$ cat config.mk
export PLATFORM = sky130hd
export DESIGN_NAME = mem_access_ctrl
export DESIGN_NICKNAME = d
export VERILOG_FILES = /design/src/rtl/mem_access_ctrl.sv
export SDC_FILE = /design/constraint.sdc
export NUM_CORES = 1
export LEC_CHECK = 0
export CORE_AREA = 2 2 118 120
export CTS_CLUSTER_SIZE = 40
export DETAILED_ROUTE_END_ITERATION = 12
export DIE_AREA = 0 0 120 122
export PLACE_DENSITY = 0.86
export SLEW_MARGIN = 20
export SYNTH_ARGS = -nofsm -noshare
export SYNTH_HDL_FRONTEND = slang
export SYNTH_SLANG_ARGS = --single-unit
$ cat constraint.sdc
create_clock -name clk -period 2.6 [get_ports clk]
set_input_delay 0.52 -clock clk [delete_from_list [all_inputs] [get_ports clk]]
set_output_delay 0.52 -clock clk [all_outputs]
set_load 0.01 [all_outputs]
$ cat src/rtl/mem_access_ctrl.sv
// MEM-stage load/store controller: decodes ir_m and drives a req/ack data bus, extending load data.
// Holds stall_m through IDLE/WAIT (min 3 cycles per memory op); flags misalignment and bus timeout.
module mem_access_ctrl #(
    parameter int TIMEOUT = 16,
    parameter int CNT_W   = 5
) (
    input  logic        clk,
    input  logic        reset,
    input  logic [31:0] ir_m,
    input  logic [31:0] pc4_m,
    input  logic [31:0] alu_out_m,
    input  logic [31:0] rt_m,
    output logic        mem_req,
    output logic        mem_we,
    output logic [31:0] mem_addr,
    output logic [3:0]  mem_be,
    output logic [31:0] mem_wdata,
    input  logic        mem_ack,
    input  logic [31:0] mem_rdata,
    output logic        stall_m,
    output logic [31:0] load_data_m,
    output logic        load_valid,
    output logic        addr_exc,
    output logic        bus_err,
    output logic [31:0] exc_pc
);

    localparam logic [5:0] OP_LB  = 6'h20;
    localparam logic [5:0] OP_LH  = 6'h21;
    localparam logic [5:0] OP_LW  = 6'h23;
    localparam logic [5:0] OP_LBU = 6'h24;
    localparam logic [5:0] OP_LHU = 6'h25;
    localparam logic [5:0] OP_SB  = 6'h28;
    localparam logic [5:0] OP_SH  = 6'h29;
    localparam logic [5:0] OP_SW  = 6'h2B;

    localparam logic [1:0] SZ_B = 2'd0;
    localparam logic [1:0] SZ_H = 2'd1;
    localparam logic [1:0] SZ_W = 2'd2;

    typedef enum logic [1:0] {S_IDLE = 2'd0, S_WAIT = 2'd1, S_DONE = 2'd2} state_t;

    state_t             state;
    logic [CNT_W-1:0]   cnt;
    logic               err_q;
    logic [31:0]        load_q;

    logic        is_load;
    logic        is_store;
    logic        sgn;
    logic [1:0]  sz;
    logic        is_mem;
    logic        aligned;
    logic [3:0]  be;
    logic [31:0] wdata;
    logic [7:0]  rd_byte;
    logic [15:0] rd_half;
    logic [31:0] ext;
    logic        in_req;
    logic        unused_ir;

    assign unused_ir = ^ir_m[25:0];

    always_comb begin
        is_load  = 1'b0;
        is_store = 1'b0;
        sgn      = 1'b0;
        sz       = SZ_W;
        case (ir_m[31:26])
            OP_LB:   begin is_load  = 1'b1; sz = SZ_B; sgn = 1'b1; end
            OP_LH:   begin is_load  = 1'b1; sz = SZ_H; sgn = 1'b1; end
            OP_LW:   begin is_load  = 1'b1; sz = SZ_W; end
            OP_LBU:  begin is_load  = 1'b1; sz = SZ_B; end
            OP_LHU:  begin is_load  = 1'b1; sz = SZ_H; end
            OP_SB:   begin is_store = 1'b1; sz = SZ_B; end
            OP_SH:   begin is_store = 1'b1; sz = SZ_H; end
            OP_SW:   begin is_store = 1'b1; sz = SZ_W; end
            default: ;
        endcase
    end

    assign is_mem = is_load | is_store;

    always_comb begin
        aligned = 1'b1;
        be      = 4'b1111;
        wdata   = 32'h0;
        case (sz)
            SZ_B: begin
                be = 4'b0001 << alu_out_m[1:0];
                if (is_store) wdata = {4{rt_m[7:0]}};
            end
            SZ_H: begin
                aligned = ~alu_out_m[0];
                be      = alu_out_m[1] ? 4'b1100 : 4'b0011;
                if (is_store) wdata = {2{rt_m[15:0]}};
            end
            default: begin
                aligned = (alu_out_m[1:0] == 2'b00);
                if (is_store) wdata = rt_m;
            end
        endcase
    end

    // Lane select by byte offset, then extend per size/signedness.
    assign rd_byte = mem_rdata[{alu_out_m[1:0], 3'b000} +: 8];
    assign rd_half = alu_out_m[1] ? mem_rdata[31:16] : mem_rdata[15:0];

    always_comb begin
        case (sz)
            SZ_B:    ext = sgn ? {{24{rd_byte[7]}}, rd_byte} : {24'h0, rd_byte};
            SZ_H:    ext = sgn ? {{16{rd_half[15]}}, rd_half} : {16'h0, rd_half};
            default: ext = mem_rdata;
        endcase
    end

    // Outputs are forced low during reset so nothing leaks while the FSM is being cleared.
    assign in_req      = ~reset & is_mem & aligned & (state == S_IDLE || state == S_WAIT);
    assign mem_req     = in_req;
    assign stall_m     = in_req;
    assign mem_we      = in_req & is_store;
    assign mem_addr    = in_req ? {alu_out_m[31:2], 2'b00} : 32'h0;
    assign mem_be      = in_req ? be : 4'b0000;
    assign mem_wdata   = in_req ? wdata : 32'h0;
    assign addr_exc    = ~reset & (state == S_IDLE) & is_mem & ~aligned;
    assign load_valid  = ~reset & (state == S_DONE) & is_load & ~err_q;
    assign bus_err     = ~reset & (state == S_DONE) & err_q;
    assign exc_pc      = (addr_exc | bus_err) ? (pc4_m - 32'd4) : 32'h0;
    assign load_data_m = reset ? 32'h0 : load_q;

    always_ff @(posedge clk) begin
        if (reset) begin
            state  <= S_IDLE;
            cnt    <= '0;
            err_q  <= 1'b0;
            load_q <= 32'h0;
        end else begin
            case (state)
                S_IDLE: begin
                    if (is_mem && aligned) begin
                        state <= S_WAIT;
                        cnt   <= '0;
                    end
                end
                S_WAIT: begin
                    cnt <= cnt + CNT_W'(1);
                    // Ack on the timeout boundary still completes cleanly.
                    if (mem_ack) begin
                        if (is_load) load_q <= ext;
                        state <= S_DONE;
                    end else if (cnt == CNT_W'(TIMEOUT - 1)) begin
                        err_q <= 1'b1;
                        state <= S_DONE;
                    end
                end
                S_DONE: begin
                    err_q <= 1'b0;
                    state <= S_IDLE;
                end
                default: state <= S_IDLE;
            endcase
        end
    end

endmodule
==> flow_metrics.env, run 1 <==
export IMPL_cts_sinks=40
export IMPL_finalWeightedCongestion=0.9025
export IMPL_grt_usage_pct=23.79
export IMPL_num_fill_cells=1075
export IMPL_grt_pass1_vias=5723
export IMPL_start_kind="input pin"
export IMPL_io_pins=301
export IMPL_yosysWarnings=0
export IMPL_drc=0
export IMPL_antenna_found_initial=0
export IMPL_postSynth_asyncResetShare_pct=0
export IMPL_fin_util_pct=61.55
export IMPL_final_common_cell="clkdlybuf4s50_1"
export IMPL_mostFrequentLayoutCells="140 x clkdlybuf4s50_1, 111 x buf_4, 63 x nor2_1"
export IMPL_min_period_ps=2843
export IMPL_tritoncts="done"
export IMPL_wl_per_cell_um=16.91
export IMPL_cts_clk_slew_worst_paths_ps=50
export IMPL_coreArea_um2=13500
export IMPL_multiInputGateArea_um2=3272
export IMPL_grt_max_degree=52
export IMPL_final_nets=1113
export IMPL_p_leak_nw=3.932
export IMPL_worstSetupEndpointType="output port"
export IMPL_fin_worst_skew_ps=5.578
export IMPL_maxCapViolations=0
export IMPL_rsz0062_at_grt="yes"
export IMPL_yosysTopAreaCell="dfxtp_1"
export IMPL_synthFlopType="dfxtp_1"
export IMPL_grt_ovfl_total=0
export IMPL_ff_latch_area_um2=800.8
export IMPL_dr_total_vias=5751
export IMPL_syn_area_um2=3842
export IMPL_period_share_pct=109.4
export IMPL_dpl_instance_area_um2=7491
export IMPL_netlist_area_leader_share_pct=20.84
export IMPL_outcome="finished with violations"
export IMPL_hold_path_class="flop to flop"
export IMPL_start_util_pct=28.45
export IMPL_numCtsBuffers=5
export IMPL_p_total_mw=2.069
export IMPL_ys_seq_area_share_pct=20.84
export IMPL_reg2regPathDepth=6
export IMPL_layout_drive_gt1_share_pct=39.28
export IMPL_insertion_delay_ps=280
export IMPL_antenna_left=0
export IMPL_ys_types=62
export IMPL_synth_edff_count=0
export IMPL_design_die_area_um2=14640
export IMPL_hold_ws_ps=482.9
export IMPL_whs_path_depth=2
export IMPL_setup_viol=22
export IMPL_peakVddDrop_v=0.0003445
export IMPL_via_per_inst=5.103
export IMPL_ys_ff_latch=40
export IMPL_place_hpwl_um=12890
export IMPL_grt_pass1_wl_um=28360
export IMPL_cts_htree_levels=2
export IMPL_detail_route_first_pass_iterations=4
export IMPL_violations="setup timing"
export IMPL_fp_dieW_um=120
export IMPL_fmax_mhz=351.7
export IMPL_power_density_nw_per_um2=248.9
export IMPL_num_antenna_cells=0
export IMPL_clockBufferDepth=2
export IMPL_port_buffers=272
export IMPL_cp_required_ps=2080
export IMPL_hold_buffers=0
export IMPL_slew_violations=0
export IMPL_cts_root_buffer="clkbuf_16"
export IMPL_postSynthAreaPerCell_um2=6.849
export IMPL_synthCells=561
export IMPL_drtIter0Drc=409
export IMPL_cp_arrival_ps=2320
export IMPL_fin_tns_setup_ps=-1850
export IMPL_worstPathMaxFanout=3
export IMPL_setup_ws_ps=-243.3
export IMPL_routed_wl_um=19060
export IMPL_areaGrowthSynthToFinish_pct=116.3
export IMPL_yosys_top_cells_area="dfxtp_1 21%, nor2_1 7.8%, and2_1 6.7%, mux2i_1 5.7%, nand2_1 5.6%"
export IMPL_hold_violations=0
export IMPL_num_rows=43
export IMPL_critPathKind="input pin to output port"
export IMPL_die_h_um=122
export IMPL_fin_area_um2=8312
-- where the power goes --
group | internal [mW] | switching [mW] | leakage [nW]
Combinational | 0.382 | 0.294 | 3.52
Clock | 0.544 | 0.233 | 0.0899
Sequential | 0.614 | 0.00141 | 0.322
-- cell type report --
class                      count  share of cell area (%)
timing repair buffer         420                   44.60
multi-input combinational    451                   39.36
sequential                    40                   9.634
tap                          180                   2.710
clock buffer                   5                   1.505
inverter                      28                   1.370
clock inverter                 2                  0.7226
timing repair inverter         1                 0.09032
-- Yosys cell counts, types with 19 or more instances --
cell,count
inv_1,27
and2_1,41
nor2_1,80
a22oi_1,28
dfxtp_1,40
a211oi_1,19
nor2b_1,20
clkbuf_1,29
nand2b_1,24
nand2_1,57
o21ai_0,22
mux2i_1,22
a21oi_1,23
-- final timing paths --
path                          from                      end  slack, ps
min reg2reg    cnt[4]$_SDFFE_PP0P_      cnt[4]$_SDFFE_PP0P_        480
max reg2reg  state[0]$_SDFFE_PP0P_  load_q[25]$_SDFFE_PP0P_        520
max                       pc4_m[3]               exc_pc[24]       -240
min            cnt[4]$_SDFFE_PP0P_      cnt[4]$_SDFFE_PP0P_        480
-- sequential cells by signal (all words and copies together) (netlist names) --
name,cells
cnt,5
load_q,32
err_q,1
state,2
-- repair_timing --
| action | CTS | global route |
|---|---|---|
| buffers inserted | 22 | 13 |
| cloned | 8 | 1 |
| setup endpoints to repair | 135 | 118 |
| pin swaps | 44 | 52 |
| gates resized for setup | 492 | 147 |
-- critical path: stages --
cell and delay (ps):
buf_8 100, inv_4 50, ha_4 120, or3b_4 380, or3_4 390, or3b_1 390, xor2_1 160, nor2_2 70
buf_2 140
-- kinds of logic (layout without fill, tap and decap cells) --
family | count (synthesis) | in the layout | share of synthesized area [%]
XOR/XNOR | 23 | 23 | 5.243
AND/OR/NAND/NOR | 284 | 284 | 38.75
AO/OA/AOI/OAI | 116 | 116 | 20.25
adder cells (fa/ha/maj) | 3 | 3 | 0.9770
other | 1 | 2 | 0.09759
multiplexers | 23 | 23 | 6.024
flip-flops | 40 | 40 | 20.84
buffers and inverters | 71 | 456 | 7.815
-- metrics by stage --
stage,cells,setup WS (ps)
finish,1127,-243.3
detailed placement,1081,-1015
CTS,1117,-262.6
floorplan,562,8.204
global placement,1081,-1000
global route,1127,-283.7
-- routing by layer --
| layer | wire [um] | part of all wire [%] | vias up | track usage, % |
|---|---|---|---|---|
| met5 | 0 | 0 | - | 0 |
| met4 | 499 | 2.6 | 0 | 8.676 |
| met3 | 1276 | 6.7 | 52 | 4.541 |
| met2 | 9919 | 52 | 304 | 43.39 |
| met1 | 7363 | 39 | 2700 | 27.57 |
| li1 | - | - | 2695 | - |
Note: power is estimated with default switching activity, not from simulation.
==> run 2, diff against run 1 <==
- CELL_PAD_IN_SITES_DETAIL_PLACEMENT: default -> 1
- CELL_PAD_IN_SITES_GLOBAL_PLACEMENT: default -> 1
- CORE_AREA: 2 2 118 120 -> default
- CORE_MARGIN: default -> 2
- CORE_UTILIZATION: default -> 20
- DIE_AREA: 0 0 120 122 -> default
- PLACE_DENSITY: 0.86 -> 0.91
==> run 2 against run 1 <==
  * The run still ends with setup timing left
  * Non-clock buffer count shrank 2
  * Critical path depth rose by 1
  * First-iteration DRC count shrank 34%
  * Sequential power barely moved
  * Final cell count rose by 4.7%
  * Register-to-register slack barely moved
  * Fmax down 2.1%
  * Combinational power grew 3.1%
  * Sequential share of layout area is 0.18 points lower
  * Setup slack worse by 62 ps
  * Highest routed layer unchanged
==> flow_metrics.env, run 2 (synthesized netlist as in run 1, its figures left out) <==
export IMPL_fp_dieW_um=142.6
export IMPL_hold_ws_ps=498.6
export IMPL_detail_route_first_pass_iterations=4
export IMPL_path_common_cell="buf_6"
export IMPL_coreArea_um2=18770
export IMPL_start_util_pct=20.47
export IMPL_critPathMaxStageDelay_ps=570
export IMPL_wl_per_cell_um=20.28
export IMPL_maxCapViolations=0
export IMPL_violations="setup timing"
export IMPL_via_per_inst=4.954
export IMPL_tritoncts="done"
export IMPL_setup_ws_ps=-304.9
export IMPL_hold_violations=0
export IMPL_p_leak_nw=3.896
export IMPL_place_hpwl_um=16400
export IMPL_die_h_um=142.6
export IMPL_crit_path_end="exc_pc[23]"
export IMPL_numCtsBuffers=5
export IMPL_power_density_nw_per_um2=238.0
export IMPL_drc=0
export IMPL_dr_total_vias=5846
export IMPL_critPathKind="input pin to output port"
export IMPL_num_antenna_cells=0
export IMPL_slowest_stage="or4_4"
export IMPL_cp_required_ps=2080
export IMPL_period_share_pct=111.7
export IMPL_cts_clk_slew_worst_paths_ps=60
export IMPL_power_share_switching_pct=28.41
export IMPL_mostFrequentLayoutCells="136 x clkdlybuf4s50_1, 99 x buf_4, 62 x buf_6"
export IMPL_max_slew_worst_pin_slew_ps=578.7
export IMPL_worstSetupEndpointType="output port"
export IMPL_netSwitchingPower_uw=573.0
export IMPL_final_nets=1111
export IMPL_min_period_ps=2905
export IMPL_design_die_area_um2=20340
export IMPL_fin_tns_setup_ps=-5114
export IMPL_reg2regPathDepth=6
export IMPL_worstPathMaxFanout=4
export IMPL_layout_drive_gt1_share_pct=40.59
export IMPL_setup_viol=54
export IMPL_clockBufferDepth=2
export IMPL_maxSlewHeadroom_pct=61.24
export IMPL_antenna_found_initial=0
export IMPL_reg_top3="load_q x32, cnt x5, state x2"
export IMPL_fmax_mhz=344.2
export IMPL_p_seq_share_pct=30.5
export IMPL_grt_ovfl_total=0
export IMPL_worstSetupStartpoint="pc4_m[3]"
export IMPL_io_pins=301
export IMPL_cts_root_buffer="clkbuf_16"
export IMPL_final_common_cell="clkdlybuf4s50_1"
export IMPL_rsz0062_at_grt="yes"
export IMPL_grt_usage_pct=21.32
export IMPL_grt_max_degree=52
export IMPL_grt_pass1_wl_um=34430
export IMPL_insertion_delay_ps=280
export IMPL_r2r_end="load_q[23]$_SDFFE_PP0P_"
export IMPL_pwr_share_clk_pct=34.9
export IMPL_reg2reg_from="state[0]$_SDFFE_PP0P_"
export IMPL_routed_wl_um=23930
export IMPL_cp_arrival_ps=2380
export IMPL_areaGrowthSynthToFinish_pct=120.5
export IMPL_grt_pass1_vias=6151
export IMPL_antenna_left=0
export IMPL_slew_violations=0
export IMPL_finalWeightedCongestion=0.8889
export IMPL_combPwrFrac_pct=34.6
export IMPL_start_kind="input pin"
export IMPL_cp_cell_sequence="buf_8, buf_4, or4_4, nor3_4, buf_6, buf_6, nand4b_1, xor2_1, nor2_1, buf_2"
export IMPL_outcome="finished with violations"
export IMPL_fin_worst_skew_ps=3.935
export IMPL_num_rows=50
export IMPL_cts_htree_levels=2
export IMPL_p_int_mw=1.444
export IMPL_port_buffers=272
export IMPL_hold_path_class="flop to flop"
export IMPL_drtIter0Drc=269
export IMPL_cts_sinks=40
export IMPL_regMostFlops="load_q"
export IMPL_largest_reg_flops=32
export IMPL_peakVddDrop_v=0.0002174
export IMPL_ff2ff_setup_slack_ps=520
## run 2: power by group through the flow
stage,Combinational [mW],Sequential [mW],Clock [mW]
after floorplan,0.194,0.629,0
after global placement,0.579,0.629,0
after detailed placement,0.596,0.629,0
after CTS,0.643,0.616,0.711
after global routing,0.738,0.616,0.742
final,0.697,0.616,0.704
## run 2: metal layers
layer  track usage, %  vias to the layer above  wire [um]
met4            4.482                        0        558
met2            40.51                      233      12800
met1            24.09                     2891       9079
li1                 -                     2681          -
met5                0                        -          0
met3            4.946                       41       1493
## run 2: what timing repair did
item | in CTS | in global routing
pin swaps | 58 | 33
cloned | 4 | 2
setup endpoints to repair | 136 | 72
buffers inserted | 29 | 10
hold buffers | 0 | 0
gates resized for setup | 508 | 186
## run 2: stage by stage
| step | worst slack [ps] | total power [mW] | utilization [%] | area (um^2) | instances |
|---|---|---|---|---|---|
| floorplan | 8.204 | 0.8227 | - | 3885 | 562 |
| global placement | -984.4 | 1.208 | 40.27 | 7559 | 1130 |
| detailed placement | -1071 | 1.225 | 40.27 | 7559 | 1130 |
| CTS | -302.1 | 1.970 | 43.16 | 8100 | 1170 |
| global route | -392.7 | 2.095 | 45.15 | 8474 | 1180 |
| finish | -304.9 | 2.017 | 45.15 | 8474 | 1180 |
## run 2: area by class of cell
class / count / area (um^2)
fill: 2215 / 10290
timing repair buffer: 418 / 3751
multi-input combinational: 451 / 3344
sequential: 40 / 800.8
tap: 234 / 292.8
clock buffer: 6 / 128.9
inverter: 28 / 113.9
clock inverter: 2 / 35.03
timing repair inverter: 1 / 7.507
## run 2: how the worst min path moves through the flow
stage / startpoint / to / slack, ps / cells past startpoint
after floorplan: load_q[1]$_SDFFE_PP0P_ / load_q[1]$_SDFFE_PP0P_ / 450 / 2
after global placement: cnt[4]$_SDFFE_PP0P_ / cnt[4]$_SDFFE_PP0P_ / 460 / 2
after CTS: load_q[9]$_SDFFE_PP0P_ / load_q[9]$_SDFFE_PP0P_ / 500 / 2
after detailed placement: load_q[9]$_SDFFE_PP0P_ / load_q[9]$_SDFFE_PP0P_ / 490 / 2
after global routing: load_q[9]$_SDFFE_PP0P_ / load_q[9]$_SDFFE_PP0P_ / 520 / 2
final: load_q[9]$_SDFFE_PP0P_ / load_q[9]$_SDFFE_PP0P_ / 500 / 2
## run 2: worst max-delay path, delay by kind of cell
kind	cells	cell delay, ps
simple gates	4	1010
buf+inv	5	650
xor+xnor	1	200
==> run 3, diff against run 2 <==
- CORE_ASPECT_RATIO: default -> 1.2
==> run 3 against run 2 <==
  * The flow still finishes with violations (setup timing)
  * Register-to-register slack improved by 30 ps
  * Worst hold slack got worse by 8.9 ps
  * Fmax increased by 0.96%
  * Critical path depth decreased by 2
  * Count of clock-buffer cells in the layout decreased by 1
  * Global-route usage decreased by 0.19 points
  * Sequential power about the same
  * Critical endpoint is now exc_pc[28]
  * Largest power group unchanged
==> flow_metrics.env, run 3 (synthesized netlist as in run 1, its figures left out) <==
export IMPL_outcome="finished with violations"
export IMPL_violations="setup timing"
export IMPL_via_per_inst=4.803
export IMPL_cts_htree_levels=2
export IMPL_fp_dieW_um=130.5
export IMPL_grt_pass1_vias=6339
export IMPL_setup_viol=23
export IMPL_whs_path_depth=2
export IMPL_maxCapViolations=0
export IMPL_critPathKind="input pin to output port"
export IMPL_cts_clk_slew_worst_paths_ps=60
export IMPL_drtIter0Drc=173
export IMPL_io_pins=301
export IMPL_min_from="cnt[4]$_SDFFE_PP0P_"
export IMPL_power_density_nw_per_um2=241.9
export IMPL_final_common_cell="clkdlybuf4s50_1"
export IMPL_tritoncts="done"
export IMPL_grt_ovfl_total=0
export IMPL_finalWeightedCongestion=0.9215
export IMPL_areaGrowthSynthToFinish_pct=113.4
export IMPL_reg2regPathDepth=6
export IMPL_fin_tns_setup_ps=-2900
export IMPL_timing_critical_path_buf_inv=3
export IMPL_start_kind="input pin"
export IMPL_final_nets=1107
export IMPL_wl_per_cell_um=19.34
export IMPL_ff2ff_setup_slack_ps=550
export IMPL_design_die_area_um2=20340
export IMPL_peakVddDrop_v=0.0002175
export IMPL_num_rows=55
export IMPL_period_share_pct=110.7
export IMPL_worstSetupEndpointType="output port"
export IMPL_cts_root_buffer="clkbuf_16"
export IMPL_hold_end="cnt[4]$_SDFFE_PP0P_"
export IMPL_detail_route_first_pass_iterations=4
export IMPL_die_h_um=155.8
export IMPL_place_hpwl_um=16690
export IMPL_met2_length_um=12610
export IMPL_dr_total_vias=5759
export IMPL_slowest_stage="or4_4"
export IMPL_p_total_mw=1.984
export IMPL_mostFrequentLayoutCells="138 x clkdlybuf4s50_1, 103 x buf_4, 86 x buf_2"
export IMPL_layout_drive_gt1_share_pct=38.64
export IMPL_rsz0062_at_grt="yes"
export IMPL_cp_arrival_ps=2360
export IMPL_reg_top3="load_q x32, cnt x5, state x2"
export IMPL_fin_worst_skew_ps=2.642
export IMPL_setup_ws_ps=-277.4
export IMPL_antenna_found_initial=1
export IMPL_critPathMaxStageDelay_ps=560
export IMPL_p_leak_nw=3.812
export IMPL_num_fill_cells=2307
export IMPL_cts_sinks=40
export IMPL_routed_wl_um=23190
export IMPL_wl_met1_um=8505
export IMPL_antenna_left=0
export IMPL_grt_pass1_wl_um=34110
export IMPL_worstPathMaxFanout=3
export IMPL_port_buffers=272
export IMPL_r2r_end="load_q[20]$_SDFFE_PP0P_"
export IMPL_start_util_pct=20.38
export IMPL_path_depth=8
export IMPL_insertion_delay_ps=280
export IMPL_drc=0
export IMPL_largest_reg_flops=32
export IMPL_fmax_mhz=347.5
export IMPL_coreArea_um2=18860
export IMPL_hold_violations=0
export IMPL_path_delay_family="simple AND/OR/NAND/NOR gates"
export IMPL_grt_usage_pct=21.13
export IMPL_cp_required_ps=2080
export IMPL_reg2reg_from="state[0]$_SDFFE_PP0P_"
export IMPL_hold_buffers=0
export IMPL_slew_violations=0
export IMPL_clockBufferDepth=2
export IMPL_regMostFlops="load_q"
export IMPL_hold_path_class="flop to flop"
export IMPL_grt_max_degree=52
export IMPL_top_layer_used="met4"
export IMPL_met3_length_um=1237
export IMPL_cp_cell_sequence="buf_6, or4_4, buf_6, nor4_4, nand3_1, or3_1, a21oi_2, buf_2"
export IMPL_numCtsBuffers=5
export IMPL_path_common_cell="buf_6"
export IMPL_min_period_ps=2877
run 3: cell count changes in the layout (fill, tap and decap cells not counted), sizes merged:
cell,delta
clkinvlp,+1
dlygate4sd2,+1
clkdlybuf4s50,+2
bufbuf,+1
diode,+1
dlymetal6s2s,-2
clkdlybuf4s15,+4
clkbuf,-23
buf,+12
run 3: per-stage QoR:
step / hold WS, ps / setup WS, ps / utilization, % / instance area, um^2 / instances
detailed placement: 486.9 / -1078 / 40.14 / 7569 / 1153
CTS: 495.3 / -264.3 / 42.30 / 7975 / 1188
global placement: 465.5 / -1043 / 40.14 / 7569 / 1153
floorplan: 452.2 / 8.204 / - / 3885 / 562
global route: 514.5 / -341.2 / 43.48 / 8199 / 1199
finish: 489.6 / -277.4 / 43.48 / 8199 / 1199
run 3: what timing repair did:
action,in CTS,in global routing
gates cloned,4,0
endpoints found under the setup margin,136,79
pin swaps,48,37
gates resized for setup,572,82
setup buffers,23,11
run 3: layout make-up:
cell class                 instances  area, um^2  area share [%]
antenna                            1       2.502         0.03052
clock inverter                     3       42.54          0.5188
tap                              256       320.3           3.907
multi-input combinational        451        3182           38.81
sequential                        40       800.8           9.767
timing repair inverter             1       7.507         0.09156
inverter                          28       113.9           1.389
timing repair buffer             414        3605           43.96
clock buffer                       5       125.1           1.526
run 3: worst max-delay path by stage:
stage	startpoint	end	slack, ps
2_1_floorplan	pc4_m[3]	exc_pc[24]	8
3_3_place_gp	pc4_m[23]	exc_pc[29]	-1040
3_5_place_dp	pc4_m[22]	exc_pc[29]	-1080
4_1_cts	pc4_m[3]	exc_pc[24]	-260
5_1_grt	pc4_m[3]	exc_pc[24]	-340
6_report	pc4_m[13]	exc_pc[28]	-280
run 3: power breakdown:
| group | internal [mW] | switching [mW] | leakage [nW] | total (mW) |
|---|---|---|---|---|
| sequential | 0.614 | 0.00124 | 0.322 | 0.615 |
| combinational | 0.364 | 0.301 | 3.41 | 0.665 |
| clock | 0.451 | 0.252 | 0.0798 | 0.703 |
| total | 1.43 | 0.554 | 3.81 | 1.98 |
run 3: routing by layer:
metal / GRT usage [%] / vias up
met5: 0 / -
met4: 6.991 / 0
met2: 41.32 / 246
met3: 3.669 / 62
li1: - / 2671
met1: 22.31 / 2780
run 3: tightest hold or removal path, stage by stage, from the launching register on:
cell     delay (ps)
dfxtp_1         310
o21ai_0          70
a21oi_1          60
==> variant: new RTL, settings of run 1 <==
The parameter `CNT_W` goes from 5 to 10.
--- a/src/rtl/mem_access_ctrl.sv
+++ b/src/rtl/mem_access_ctrl.sv
@@ -4,3 +4,3 @@
     parameter int TIMEOUT = 16,
-    parameter int CNT_W   = 5
+    parameter int CNT_W   = 10
 ) (
Function: no difference found for any inputs over 4 cycles, from zero or initial values and one cycle with reset high; that may be too few to reach the edited logic, so the function may still have changed.
==> variant against run 1 <==
The run still ends with setup timing left. Utilization is 4.0 points higher. Cell count is 2.8% higher. Power increased by 4.6%. Fmax is essentially flat. Via count grew 12%. Synthesized cell count increased by 5.3%. Synthesized area grew 14%. Wire length rose by 14%. Sequential cell count increased by 5. Sequential share of layout area increased by 0.54 points. Count of clock-buffer cells in the layout stayed put. Worst setup slack is essentially flat. Final area rose by 6.5%. Critical path type unchanged. Critical endpoint is now exc_pc[25]. Largest cell class unchanged. Largest power group unchanged.
==> variant: results (changes against run 1) <==
Parameter                              Value

Timing
  Slack of the critical path ... -243.1 ps (+0.2460 ps)
  Clock tree skew after final layout ... 7.242 ps (+1.664 ps)
  Final setup violating endpoints ... 71 (+220%)

Drt
  Met1 WL ... 7.541 mm (+2.4%)
  Number of violations reported at the end of detailed-routing iteration 0 ... 526 (+29%)
  Via total after detailed routing ... 6,446 (+12%)
  Post-DR vias/cell ... 5.566 (+9.1%)
  Detail Route met3 WL ... 1.839 mm (+44%)
  Met2 layer wire length in the routed design ... 11.35 mm (+14%)
  Final WL ... 21.80 mm (+14%)

Finish
  Number of inserted filler cells in the final layout ... 1,027 (-4.5%)
  Largest registers ranked by flip-flop count ... load_q: 32 flops, cnt: 10 flops, state: 2 flops
  Post-layout nets ... 1,139 (+2.3%)
  Share of cells above drive strength 1 ... 42.97% (+3.7 points)

Global routing
  Global-route met1 utilization ... 29.32% (+1.8 points)
  Initial antenna violation count ... 2 (+2)
  Maximum number of pins on one net before global-route repair ... 49 (-5.8%)
  Global Route met3 Usage ... 6.976% (+2.4 points)
  Met2 track demand over resource ... 51.60% (+8.2 points)
  Number of global-route vias before repair ... 6,336 (+11%)
  Gr usage total ... 27.88% (+4.1 points)
  Wire length of the first global-routing pass ... 32.82 mm (+16%)

Setup path
  Worst reg2reg endpoint ... load_q[9]$_SDFFE_PP0P_
  Worst setup path start ... ir_m[28]
  Reg2Reg Setup Slack ... 680 ps (+160 ps)
  Worst-path maximum fanout ... 8 (+5)
  Worst r2r src ... state[0]$_SDFFE_PP0P_
  Crit path capture ... exc_pc[25]

Run status
  Outcome ... finished, violations left
  Violated checks ... setup timing

Clock tree
  Setup fix buffers added after clock tree synthesis ... 30 (+36%)
  CTS clock-pin slew for the worst setup and hold paths ... 70 ps (+20 ps)
  Post-CTS sizing ... 590 (+20%)
  Number of buffers created by CTS ... 5 (unchanged)

Place
  Half-perimeter wire length after detailed placement ... 14.95 mm (+16%)
  Global placement routability congestion ... 0.9206 (+2.0%)
  Placed Cells incl. Taps ... 1,105 (+2.2%)
  Pre-CTS worst setup slack ... -1009 ps (+6.010 ps)

Logic synthesis
  Leading post-synthesis cells by cell area ... sky130_fd_sc_hd__dfxtp_1 (21%), sky130_fd_sc_hd__a21oi_1 (7.2%), sky130_fd_sc_hd__nor2b_1 (4.7%)
  Number of distinct library cells after synthesis ... 66 (+6.5%)
  Gate Count Post-Synth ... 591 (+5.3%)
  Most common library cells after synthesis ... sky130_fd_sc_hd__a21oi_1 (63), sky130_fd_sc_hd__nor2_1 (49), sky130_fd_sc_hd__nand2_1 (46)
  Fraction of the yosys area taken by sequential cells ... 20.51% (-0.33 points)

Power and ir drop
  IR drop worst, VDD ... 0.0002299 V (-33%)
  Static leakage ... 3.702 nW (-5.9%)
## variant: cell count changes after synthesis, sizes merged, moves of 11 or more
cell    delta
mux2i     -13
o21ai     +12
a21oi     +39
nand2     -11
nand2b    -17
inv       -17
nor2b     +13
nor2      -32
## variant: cell families after synthesis
logic type | after synthesis | synth area share [%]
AOI/OAI and AO/OA | 185 | 28.74
xor gates and xnor gates | 14 | 2.791
adders and majority gates | 2 | 0.5695
buffers and inverters | 63 | 6.294
DFF | 45 | 20.51
muxes | 19 | 6.921
other | 1 | 0.08536
and+or+nand+nor | 262 | 34.09
## variant: critical path: stages
cell                       delay (ps)
sky130_fd_sc_hd__buf_8            110
sky130_fd_sc_hd__a21o_1           200
sky130_fd_sc_hd__a2111o_1         440
sky130_fd_sc_hd__buf_6            140
sky130_fd_sc_hd__a211o_4          390
sky130_fd_sc_hd__buf_12           180
sky130_fd_sc_hd__a22oi_2          180
sky130_fd_sc_hd__buf_2            170
## variant: area by class of cell
type,count,share of cell area (%)
inverter,10,0.4524
antenna,3,0.08482
tap,180,2.545
timing repair buffer,427,42.41
clock buffer,5,1.414
clock inverter,3,0.5513
sequential,45,10.18
multi-input combinational,485,42.37
## variant: worst min path at each step
stage	to	depth (start not counted)	startpoint	slack [ps]
floorplan	cnt[6]$_SDFFE_PP0P_	2	cnt[6]$_SDFFE_PP0P_	470
global placement	cnt[6]$_SDFFE_PP0P_	2	cnt[6]$_SDFFE_PP0P_	490
detailed placement	cnt[6]$_SDFFE_PP0P_	2	cnt[6]$_SDFFE_PP0P_	510
CTS	cnt[6]$_SDFFE_PP0P_	2	cnt[6]$_SDFFE_PP0P_	520
global route	cnt[6]$_SDFFE_PP0P_	2	cnt[6]$_SDFFE_PP0P_	540
finish	cnt[1]$_SDFFE_PP0P_	2	cnt[1]$_SDFFE_PP0P_	530
## variant: power breakdown
group	switching [W]	leakage [nW]	internal (W)
registers	0.00000208	0.362	0.000691
logic	0.000322	3.26	0.000388
clock network	0.000301	0.0820	0.000461
total	0.000625	3.70	0.00154
## variant: stage by stage
| stage | cell area, µm² | utilization, % | TNS, ps | power [W] | hold slack, ps |
|---|---|---|---|---|---|
| finish | 8851 | 65.54 | -8065 | 0.002165 | 525.8 |
| global route | 8846 | 65.51 | -12010 | 0.002235 | 544.1 |
| CTS | 8640 | 63.98 | -5341 | 0.002138 | 521.5 |
| detailed placement | 8058 | 59.67 | -101870 | 0.001339 | 510.0 |
| global placement | 8058 | 59.67 | -94790 | 0.001329 | 490.2 |
| floorplan | 4403 | - | 0 | 0.0009209 | 469.5 |
